===== config.mk =====
export PLATFORM = sky130hd
export DESIGN_NAME = multicycle_controller_flat
export DESIGN_NICKNAME = d
export VERILOG_FILES = /design/src/rtl/multicycle_controller_if.sv /design/src/rtl/multicycle_controller.sv /design/src/flat_wrapper.sv
export SDC_FILE = /design/constraint.sdc
export NUM_CORES = 1
export LEC_CHECK = 0
export CAP_MARGIN = 10
export CORE_MARGIN = 3
export CORE_UTILIZATION = 44
export CTS_CLUSTER_DIAMETER = 60
export DETAILED_ROUTE_END_ITERATION = 16
export PLACE_DENSITY_LB_ADDON = 0.1
export REMOVE_ABC_BUFFERS = 1
export SYNTH_ARGS = -nofsm -noshare
export SYNTH_HDL_FRONTEND = slang
export SYNTH_SLANG_ARGS = --single-unit

===== constraint.sdc =====
create_clock -name clock -period 1.8 [get_ports clock]
set_clock_uncertainty 0.1 [all_clocks]
set_input_delay 0.18 -clock clock [delete_from_list [all_inputs] [get_ports clock]]
set_output_delay 0.18 -clock clock [all_outputs]
set_load 0.02 [all_outputs]

===== src/rtl/multicycle_controller_if.sv =====
// multicycle_controller_if
//   Bundles the instruction handshake, datapath status and control strobes of the
//   multi-cycle LEGv8 controller.
//   master: fetch stage / datapath side (drives instruction, status flags)
//   slave : controller side (drives instrReady, control strobes, register addresses)
//   Signals:
//     instrValid, instruction, instrReady        instruction handshake
//     aluZero, memDone                           datapath status
//     unconditionalBranch, branch, pcWrite,
//     memRead, memWrite, memToReg, aluOp,
//     aluSRC, regWrite                           control strobes
//     readRegister1/2, writeRegister             register-file addresses
//     illegal                                    sticky fault flag
interface multicycle_controller_if #(
    parameter int unsigned INSTR_W    = 32,
    parameter int unsigned REG_ADDR_W = 5
);
    logic                  instrValid;
    logic                  instrReady;
    logic [INSTR_W-1:0]    instruction;
    logic                  aluZero;
    logic                  memDone;
    logic                  unconditionalBranch;
    logic                  branch;
    logic                  pcWrite;
    logic                  memRead;
    logic                  memWrite;
    logic                  memToReg;
    logic [1:0]            aluOp;
    logic                  aluSRC;
    logic                  regWrite;
    logic [REG_ADDR_W-1:0] readRegister1;
    logic [REG_ADDR_W-1:0] readRegister2;
    logic [REG_ADDR_W-1:0] writeRegister;
    logic                  illegal;

    modport master (
        output instrValid, instruction, aluZero, memDone,
        input  instrReady, unconditionalBranch, branch, pcWrite, memRead, memWrite,
               memToReg, aluOp, aluSRC, regWrite, readRegister1, readRegister2,
               writeRegister, illegal
    );

    modport slave (
        input  instrValid, instruction, aluZero, memDone,
        output instrReady, unconditionalBranch, branch, pcWrite, memRead, memWrite,
               memToReg, aluOp, aluSRC, regWrite, readRegister1, readRegister2,
               writeRegister, illegal
    );
endinterface


===== src/rtl/multicycle_controller.sv =====
// multicycle_controller
//   Multi-cycle LEGv8 control unit. Latches one instruction per valid/ready handshake and
//   walks FETCH -> DECODE -> EXECUTE -> (MEMORY) -> (WRITEBACK), issuing control strobes.
//   Ports:
//     clock  in  rising-edge clock
//     reset  in  synchronous, active-high
//     bus    slave modport of multicycle_controller_if (handshake, status, strobes,
//            register addresses, sticky illegal flag)
module multicycle_controller #(
    parameter int unsigned INSTR_W     = 32,
    parameter int unsigned REG_ADDR_W  = 5,
    parameter int unsigned MEM_TIMEOUT = 15
) (
    input logic                   clock,
    input logic                   reset,
    multicycle_controller_if.slave bus
);
    localparam int unsigned   CntW       = $clog2(MEM_TIMEOUT + 1);
    localparam logic [CntW-1:0] TimeoutCnt = CntW'(MEM_TIMEOUT);

    typedef enum logic [2:0] {StFetch, StDecode, StExecute, StMemory, StWriteback} state_e;
    typedef enum logic [2:0] {ClsIllegal, ClsLdur, ClsStur, ClsRtype, ClsCbz, ClsB} class_e;

    state_e             state_q, state_d;
    logic [INSTR_W-1:0] instr_q, instr_d;
    logic [CntW-1:0]    cnt_q, cnt_d;
    logic               illegal_q, illegal_d;
    logic [10:0]        opcode;
    class_e             cls;
    logic               reg2loc;
    logic               busy;
    logic               unused_bits;

    assign opcode = instr_q[INSTR_W-1 -: 11];

    // Opcode classification from the latched word; stable for the whole instruction.
    always_comb begin
        cls = ClsIllegal;
        if (opcode == 11'h7C2) begin
            cls = ClsLdur;
        end else if (opcode == 11'h7C0) begin
            cls = ClsStur;
        end else if (opcode inside {11'h458, 11'h658, 11'h450, 11'h550}) begin
            cls = ClsRtype;
        end else if (opcode[10:3] == 8'hB4) begin
            cls = ClsCbz;
        end else if (opcode[10:5] == 6'h05) begin
            cls = ClsB;
        end
    end

    assign reg2loc = (cls == ClsStur) || (cls == ClsCbz);
    assign busy    = (state_q != StFetch);

    // Addresses are held at zero while idle so FETCH shows no stale fields.
    assign bus.readRegister1 = busy ? REG_ADDR_W'(instr_q[9:5]) : '0;
    assign bus.readRegister2 = !busy ? '0 :
                               reg2loc ? REG_ADDR_W'(instr_q[4:0]) : REG_ADDR_W'(instr_q[20:16]);
    assign bus.writeRegister = busy ? REG_ADDR_W'(instr_q[4:0]) : '0;
    assign bus.illegal       = illegal_q;

    // Immediate/shift fields and the zero flag belong to the datapath.
    assign unused_bits = ^{instr_q[15:10], bus.aluZero};

    always_comb begin
        state_d   = state_q;
        instr_d   = instr_q;
        cnt_d     = cnt_q;
        illegal_d = illegal_q;

        bus.instrReady          = 1'b0;
        bus.unconditionalBranch = 1'b0;
        bus.branch              = 1'b0;
        bus.pcWrite             = 1'b0;
        bus.memRead             = 1'b0;
        bus.memWrite            = 1'b0;
        bus.memToReg            = 1'b0;
        bus.aluOp               = 2'b00;
        bus.aluSRC              = 1'b0;
        bus.regWrite            = 1'b0;

        // ALU controls are held from EXECUTE until the instruction retires.
        if (state_q inside {StExecute, StMemory, StWriteback}) begin
            unique case (cls)
                ClsLdur, ClsStur: begin
                    bus.aluOp  = 2'b00;
                    bus.aluSRC = 1'b1;
                end
                ClsRtype: bus.aluOp = 2'b10;
                ClsCbz:   bus.aluOp = 2'b01;
                default:  ;
            endcase
        end

        unique case (state_q)
            StFetch: begin
                bus.instrReady = 1'b1;
                if (bus.instrValid) begin
                    instr_d = bus.instruction;
                    state_d = StDecode;
                end
            end
            StDecode: begin
                if (cls == ClsIllegal) begin
                    illegal_d = 1'b1;
                    state_d   = StFetch;
                end else begin
                    state_d = StExecute;
                end
            end
            StExecute: begin
                unique case (cls)
                    ClsB: begin
                        bus.unconditionalBranch = 1'b1;
                        bus.pcWrite             = 1'b1;
                        state_d                 = StFetch;
                    end
                    ClsCbz: begin
                        bus.branch  = 1'b1;
                        bus.pcWrite = 1'b1;
                        state_d     = StFetch;
                    end
                    ClsLdur, ClsStur: begin
                        cnt_d   = '0;
                        state_d = StMemory;
                    end
                    ClsRtype: state_d = StWriteback;
                    default:  state_d = StFetch;
                endcase
            end
            StMemory: begin
                // Counter saturates at the timeout value; that cycle drops the strobes.
                if (cnt_q == TimeoutCnt) begin
                    illegal_d = 1'b1;
                    state_d   = StFetch;
                end else begin
                    bus.memRead  = (cls == ClsLdur);
                    bus.memWrite = (cls == ClsStur);
                    cnt_d        = cnt_q + 1'b1;
                    if (bus.memDone) begin
                        if (cls == ClsStur) begin
                            bus.pcWrite = 1'b1;
                            state_d     = StFetch;
                        end else begin
                            state_d = StWriteback;
                        end
                    end
                end
            end
            StWriteback: begin
                bus.regWrite = 1'b1;
                bus.pcWrite  = 1'b1;
                bus.memToReg = (cls == ClsLdur);
                state_d      = StFetch;
            end
            default: state_d = StFetch;
        endcase

        // A reset cycle must not let any side-effecting strobe escape.
        if (reset) begin
            bus.unconditionalBranch = 1'b0;
            bus.branch              = 1'b0;
            bus.pcWrite             = 1'b0;
            bus.memRead             = 1'b0;
            bus.memWrite            = 1'b0;
            bus.regWrite            = 1'b0;
        end
    end

    always_ff @(posedge clock) begin
        if (reset) begin
            state_q   <= StFetch;
            instr_q   <= '0;
            cnt_q     <= '0;
            illegal_q <= 1'b0;
        end else begin
            state_q   <= state_d;
            instr_q   <= instr_d;
            cnt_q     <= cnt_d;
            illegal_q <= illegal_d;
        end
    end
endmodule

===== src/flat_wrapper.sv =====
// flat-port wrapper written by rule: the top's interface ports become plain ports
module multicycle_controller_flat 
#(
    parameter int unsigned INSTR_W     = 32,
    parameter int unsigned REG_ADDR_W  = 5,
    parameter int unsigned MEM_TIMEOUT = 15
)
  (clock, reset, bus_instrValid, bus_instruction, bus_aluZero, bus_memDone, bus_instrReady, bus_unconditionalBranch, bus_branch, bus_pcWrite, bus_memRead, bus_memWrite, bus_memToReg, bus_aluOp, bus_aluSRC, bus_regWrite, bus_readRegister1, bus_readRegister2, bus_writeRegister, bus_illegal);
  multicycle_controller_if #(.INSTR_W(INSTR_W), .REG_ADDR_W(REG_ADDR_W)) bus_i ();
  input logic clock;
  input logic reset;
  input wire logic [$bits(bus_i.instrValid)-1:0] bus_instrValid;
  input wire logic [$bits(bus_i.instruction)-1:0] bus_instruction;
  input wire logic [$bits(bus_i.aluZero)-1:0] bus_aluZero;
  input wire logic [$bits(bus_i.memDone)-1:0] bus_memDone;
  output wire logic [$bits(bus_i.instrReady)-1:0] bus_instrReady;
  output wire logic [$bits(bus_i.unconditionalBranch)-1:0] bus_unconditionalBranch;
  output wire logic [$bits(bus_i.branch)-1:0] bus_branch;
  output wire logic [$bits(bus_i.pcWrite)-1:0] bus_pcWrite;
  output wire logic [$bits(bus_i.memRead)-1:0] bus_memRead;
  output wire logic [$bits(bus_i.memWrite)-1:0] bus_memWrite;
  output wire logic [$bits(bus_i.memToReg)-1:0] bus_memToReg;
  output wire logic [$bits(bus_i.aluOp)-1:0] bus_aluOp;
  output wire logic [$bits(bus_i.aluSRC)-1:0] bus_aluSRC;
  output wire logic [$bits(bus_i.regWrite)-1:0] bus_regWrite;
  output wire logic [$bits(bus_i.readRegister1)-1:0] bus_readRegister1;
  output wire logic [$bits(bus_i.readRegister2)-1:0] bus_readRegister2;
  output wire logic [$bits(bus_i.writeRegister)-1:0] bus_writeRegister;
  output wire logic [$bits(bus_i.illegal)-1:0] bus_illegal;
  assign bus_i.instrValid = bus_instrValid;
  assign bus_i.instruction = bus_instruction;
  assign bus_i.aluZero = bus_aluZero;
  assign bus_i.memDone = bus_memDone;
  assign bus_instrReady = bus_i.instrReady;
  assign bus_unconditionalBranch = bus_i.unconditionalBranch;
  assign bus_branch = bus_i.branch;
  assign bus_pcWrite = bus_i.pcWrite;
  assign bus_memRead = bus_i.memRead;
  assign bus_memWrite = bus_i.memWrite;
  assign bus_memToReg = bus_i.memToReg;
  assign bus_aluOp = bus_i.aluOp;
  assign bus_aluSRC = bus_i.aluSRC;
  assign bus_regWrite = bus_i.regWrite;
  assign bus_readRegister1 = bus_i.readRegister1;
  assign bus_readRegister2 = bus_i.readRegister2;
  assign bus_writeRegister = bus_i.writeRegister;
  assign bus_illegal = bus_i.illegal;
  multicycle_controller #(.INSTR_W(INSTR_W), .REG_ADDR_W(REG_ADDR_W), .MEM_TIMEOUT(MEM_TIMEOUT)) u_core (.clock(clock), .reset(reset), .bus(bus_i));
endmodule

== Word level (Yosys, flattened, before mapping) ==
Index checks and enable logic that the tools add are counted.

* $add $sub $neg: 1
* Equal/unequal tests: 24
* Multiplexer cells: 48
* Reduce and logical (&&, ||, !) cells: 14

{| class="wikitable"
|+ Operators by type and width
! operator !! number
|-
| equality test 11 bit, second input constant || 6
|-
| two-way mux 3 bit || 9
|-
| two-way mux 1 bit || 25
|-
| two-way mux 5 bit || 4
|-
| equality test 3 x 2 -> 1 bit, second input constant || 4
|-
| case mux 3 bit (4 select lines) || 1
|-
| equality test 3 bit, second input constant || 3
|-
| equality test 8 bit, second input constant || 1
|-
| two-way mux 4 bit || 2
|-
| inequality test 2 bit, second input constant || 4
|-
| case mux 4 bit (2 select lines) || 1
|-
| equality test 3 x 1 -> 1 bit, second input constant || 2
|-
| equality test 6 x 3 -> 1 bit, second input constant || 1
|-
| zero test 3 bit || 2
|-
| case mux 3 bit (2 select lines) || 1
|-
| AND reduction 3 bit || 2
|-
| nonzero test 3 bit || 2
|-
| adder 4 x 1 -> 4 bit, second input constant || 1
|-
| equality test 4 bit, second input constant || 1
|-
| two-way mux 2 bit || 2
|-
| case mux 2 bit (2 select lines) || 1
|-
| AND reduction 2 bit || 2
|-
| nonzero test 2 bit || 2
|-
| nonzero test 4 bit || 1
|-
| other kinds (6) || 7
|}

* Flip-flop bits (word level): 40
* Input port bits: 37
* Output and inout bits: 27
* Logic and storage cells: 91

== Depth between registers and ports, before layout ==
Gate-level depths: netlist of run 1.

* Depth after elaboration: 12
* Mapped depth: 7
* Gate-level depth less buffers: 5

== Worst setup path after synthesis of run 1 ==
OpenSTA, ideal clock, no wires.

* Path type: register to output
* From: reg u_core.instr_q[21]
* To: out bus_pcWrite
* Arrival: 1.626 ns
* Required time: 1.520 ns
* Slack: -0.106 ns
* Stages on the path, launching flop included: 5
* Buffers on the path: 0
* Path through: dfxtp_1 nor4b_4 nand3_2 nor4_4 a31o_1

* Cells in the longest elaborated chain, start to end: 11

{| class="wikitable"
|+ RTL lines
! item !! RTL line !! RTL
|-
| from (decl) || multicycle_controller.sv:25 || <nowiki>logic [INSTR_W-1:0] instr_q, instr_d;</nowiki>
|-
| from (signal assigned) || multicycle_controller.sv:178 || <nowiki>instr_q <= instr_d;</nowiki>
|-
| equality test 11 bit || multicycle_controller.sv:43 || <nowiki>end else if (opcode inside {11'h458, 11'h658, 11'h450, 11'h550}) begin</nowiki>
|-
| nonzero test 4 bit || multicycle_controller.sv:43 ||
|-
| two-way mux 3 bit || multicycle_controller.sv:43 ||
|-
| two-way mux 3 bit || multicycle_controller.sv:41 || <nowiki>end else if (opcode == 11'h7C0) begin</nowiki>
|-
| two-way mux 3 bit * || multicycle_controller.sv:39 || <nowiki>if (opcode == 11'h7C2) begin</nowiki>
|-
| equality test 3 x 2 -> 1 bit || multicycle_controller.sv:141 || <nowiki>if (cls == ClsStur) begin</nowiki>
|-
| two-way mux 1 bit || multicycle_controller.sv:141 ||
|-
| two-way mux 1 bit || multicycle_controller.sv:140 || <nowiki>if (bus.memDone) begin</nowiki>
|-
| two-way mux 1 bit || multicycle_controller.sv:133 || <nowiki>if (cnt_q == TimeoutCnt) begin</nowiki>
|-
| case mux 1 bit (3 select lines) * || multicycle_controller.sv:95 || <nowiki>unique case (state_q)</nowiki>
|-
| two-way mux 1 bit * || multicycle_controller.sv:160 || <nowiki>if (reset) begin</nowiki>
|-
| to (decl) || flat_wrapper.sv:19 || <nowiki>output wire logic [$bits(bus_i.pcWrite)-1:0] bus_pcWrite;</nowiki>
|}

Every way passes the cells marked *; elsewhere a longest branch is shown, timed or not.

== Worst setup path after layout of run 1 ==
* From: reg u_core.instr_q[25]
* To: out bus_pcWrite

* Cells in the longest elaborated chain, start to end: 11

{| class="wikitable"
|+ RTL lines
! item !! RTL line
|-
| equality test 11 bit / equality test 8 bit (equally long branches) || multicycle_controller.sv:43, multicycle_controller.sv:45
|-
| nonzero test 4 bit / two-way mux 3 bit (equally long branches) || multicycle_controller.sv:43, multicycle_controller.sv:45
|-
| two-way mux 3 bit || multicycle_controller.sv:43
|-
| two-way mux 3 bit || multicycle_controller.sv:41
|-
| two-way mux 3 bit * || multicycle_controller.sv:39
|-
| equality test 3 x 2 -> 1 bit || multicycle_controller.sv:141
|-
| two-way mux 1 bit || multicycle_controller.sv:141
|-
| two-way mux 1 bit || multicycle_controller.sv:140
|-
| two-way mux 1 bit || multicycle_controller.sv:133
|-
| case mux 1 bit (3 select lines) * || multicycle_controller.sv:95
|-
| two-way mux 1 bit * || multicycle_controller.sv:160
|}

Marked as above.

==> results by group, run 1 <==
Critical path
  – Worst Setup End Kind: primary output
  – Cell Chain, Critical Path: and4bb_2, o2111ai_2, o21ai_0, a31o_1, buf_4
  – CP Launch Point: u_core.instr_q[25]
  – Flop2flop setup slack: 0 ns
  – CP Buf/Inv Count: 1
  – Worst r2r src: u_core.instr_q[26]
  – R2R Path End: u_core.state_q[1]
  – Cell family contributing the most delay on the critical path: compound AO/OA/AOI/OAI gates
  – CP Launch Type: flop
  – Critical Path Fanout Max: 5
  – Critical Path Max Stage Delay: 0.36 ns
  – Worst path slowest cell: dfxtp_1
  – Required time worst endpoint: 1.52 ns
  – Worst reg2reg path depth: 8
  – Crit path DAT: 1.75 ns
  – Critical Setup Path Class: reg -> out

Route
  – Vias per cell: 5.194
  – WL/cell: 13.88 um
  – Vias: 1927
  – Overall routed net length: 5.148 mm
  – Antenna viol nets, final: 0
  – DR pass1 iterations: 4
  – DRC viols: 0
  – Initial DRC Count: 114

Power
  – PD cells: 591.5 nW/um^2
  – Tot Pwr: 1.699 mW
  – Leakage: 1.136 nW
  – Max VDD drop: 0.5050 mV

Hold path
  – Hold wc startpoint: bus_instruction[24]
  – Cells on Worst Hold Path: 3
  – Worst Hold Class: in -> reg
  – Min-Delay Endpoint: u_core.instr_q[24]

Clocking
  – Sink Count: 34
  – H-tree depth: 2
  – Clk Latency, worst-skew pair: 0.29 ns
  – CTS Buf Count: 5
  – CTS clk-pin slew, worst paths: 0.07 ns
  – Clock Path Buffers: 2
  – CTS tree: built
  – Root Buffer: clkbuf_8
  – Hold-fix buffers at CTS: 0

Cells and area
  – Cell area after layout: 2872 um^2
  – Most common cell after layout, fill and taps aside: nand2_1
  – Non-filler instance count after layout: 371
  – Net count, final: 360
  – Layout fillers: 270
  – Multi-input gate area: 1117 um^2
  – Layout area overhead: 67.15%
  – Layout cells sized above 1: 0.3746
  – Register area: 690.7 um^2
  – Diodes inserted: 0
  – Most frequent cells in the layout: nand2_1, buf_4, a21oi_1, clkdlybuf4s50_1, dfxtp_1

Global routing
  – Initial antenna violation count: 0
  – Largest net degree at the start of global routing: 20
  – Total GRT Usage: 0.2100
  – Busiest layer in global routing: met2
  – Vias in the first global route: 1629
  – Global-route wire length before repair: 7.327 mm
  – Routing usage on met3: 0.06404
  – GR Layer Usage met2: 0.3421
  – GR met1 Demand/Resource: 0.2651
  – Overflow after GRT: 0

Timing
  – Worst Tran Pin Value: 0.3735 ns
  – Unrepaired setup endpoints after global routing: true
  – Worst rel slew slack: 0.7439
  – Worst Setup Slack, final: -0.2267 ns
  – Final worst-path cycle share: 1.126
  – Pins Over Slew Limit: 0
  – Setup TNS: -2.169 ns
  – Final Setup Violations: 13
  – Final Hold Fails: 0
  – Tmin final: 2.027 ns
  – Fin Hold WS: 0.3189 ns
  – Max Clk Rate: 493.4 MHz

Status
  – Run status: finished with violations
  – Failing checks: negative setup slack

Place
  – I/O Buffers: 56
  – Cell Area, Placed: 2590 um^2
  – Dpl hpwl: 3.484 mm
  – Placer congestion estimate: 0.8656
  – Placed insts: 356

Logic synthesis
  – Seq/Total Area, Yosys: 0.3962
  – Mapped Cells: 225
  – Top cell type by total area after synthesis: dfxtp_1
  – Synth Cell Area: 1718 um^2
  – Cell variety after synth: 39
  – Seq cells post-synth: 34
  – Synth Area per Inst: 7.635 um^2
  – Largest cells by area after synthesis: dfxtp_1, nand2_1, a21oi_1
  – Synth warnings: 0
  – Synth top area share: 0.3962

Floorplan
  – Core ar.: 3716 um^2
  – Initial Utilization: 0.4623
  – Num ports: 64
  – Die W: 68.49 um
  – DIE HEIGHT: 68.49 um
  – FP Rows: 22
  – Die Area: 4690 um^2

Job
  – Number of max-cap violations: 0
==> where the power goes <==
part	switching [mW]	total, mW	internal, mW
registers	0.0306	0.821	0.791
clock network	0.274	0.582	0.308
logic	0.134	0.296	0.161
==> area by class of cell <==
class	instances	area share
Clock buffer	7	0.03007
Timing Repair Buffer	104	0.3150
Clock inverter	1	0.001743
Inverter	2	0.002614
Tap cell	48	0.02092
Sequential cell	34	0.2405
Multi-Input combinational cell	175	0.3891
==> worst reg2reg max path, delay by kind of cell (launching register included) <==
| family | cells | cell delay, ns |
|---|---|---|
| AND/OR/NAND/NOR | 2 | 0.36 |
| flip-flops | 1 | 0.36 |
| AO/OA/AOI/OAI | 2 | 0.38 |
| buffers and inverters | 4 | 0.54 |
==> logic make-up after synthesis <==
kind of cell	count (synthesis)	share of synthesized area
AND/OR/NAND/NOR	116	0.3620
AO/OA/AOI/OAI	54	0.1690
flip-flops	34	0.3962
buffers and inverters	16	0.04443
XOR/XNOR	3	0.01530
multiplexers	1	0.005827
adder cells (fa/ha/maj)	1	0.007282
==> cell usage after synthesis <==
cell / number
a311o_1: 1
mux2i_1: 1
o2111ai_1: 1
nor4b_4: 1
and4_1: 1
and3_1: 1
a31o_1: 1
a31oi_1: 1
nor3b_1: 1
nand2_1: 58
inv_1: 2
and4bb_1: 2
and4bb_2: 1
nand2b_1: 1
o211ai_1: 1
nor2b_1: 11
nor4_1: 1
nand3_2: 2
and3b_1: 1
or4_1: 1
nor3_1: 6
xnor2_1: 2
o21ai_0: 8
and2_1: 2
dfxtp_1: 34
nand3b_1: 2
a31o_2: 1
xor2_1: 1
a21oi_1: 40
nor2_1: 10
clkbuf_1: 7
or4bb_1: 1
nor3_4: 1
nor4_4: 1
nand3_1: 8
buf_2: 4
nand4_1: 3
buf_4: 3
ha_1: 1
==> flip-flops by register name (all words and copies together) (netlist names) <==
register	count
u_core.bus.illegal	1
u_core.cnt_q	4
u_core.state_q	3
u_core.instr_q	26
==> worst max path at each step <==
stage,endpoint,cells after the start
final,bus_pcWrite,5
after detailed placement,bus_pcWrite,5
after floorplan,u_core.instr_q[0],4
after CTS,bus_unconditionalBranch,5
after global placement,bus_pcWrite,5
after global routing,bus_branch,7
==> routing by layer <==
layer,routed length [um],share of wire
met1,2280,0.44
met2,2552,0.50
met3,220,0.043
met4,95,0.018
met5,0,0
==> per-stage QoR <==
| stage | util | setup WS (ns) |
|---|---|---|
| 2_1_floorplan | - | -0.1230 |
| 3_3_place_gp | 0.6970 | -0.3476 |
| 3_5_place_dp | 0.6970 | -0.3738 |
| 4_1_cts | 0.7202 | -0.2339 |
| 5_1_grt | 0.7727 | -0.3264 |
| 6_report | 0.7727 | -0.2267 |
==> what timing repair did <==
item | 4_1_cts | 5_1_grt
endpoints found under the setup margin | 26 | 27
pin swaps | 3 | 19
setup buffers | 1 | 8
gates resized for setup | 103 | 66
Power figures use the tool's default switching activity.
==> inputs of run 2 (changes only) <==
- HOLD_SLACK_MARGIN: default -> 0.12
==> results of run 2 <==
The final DEF is identical to that of run 1; final timing and power are the same.
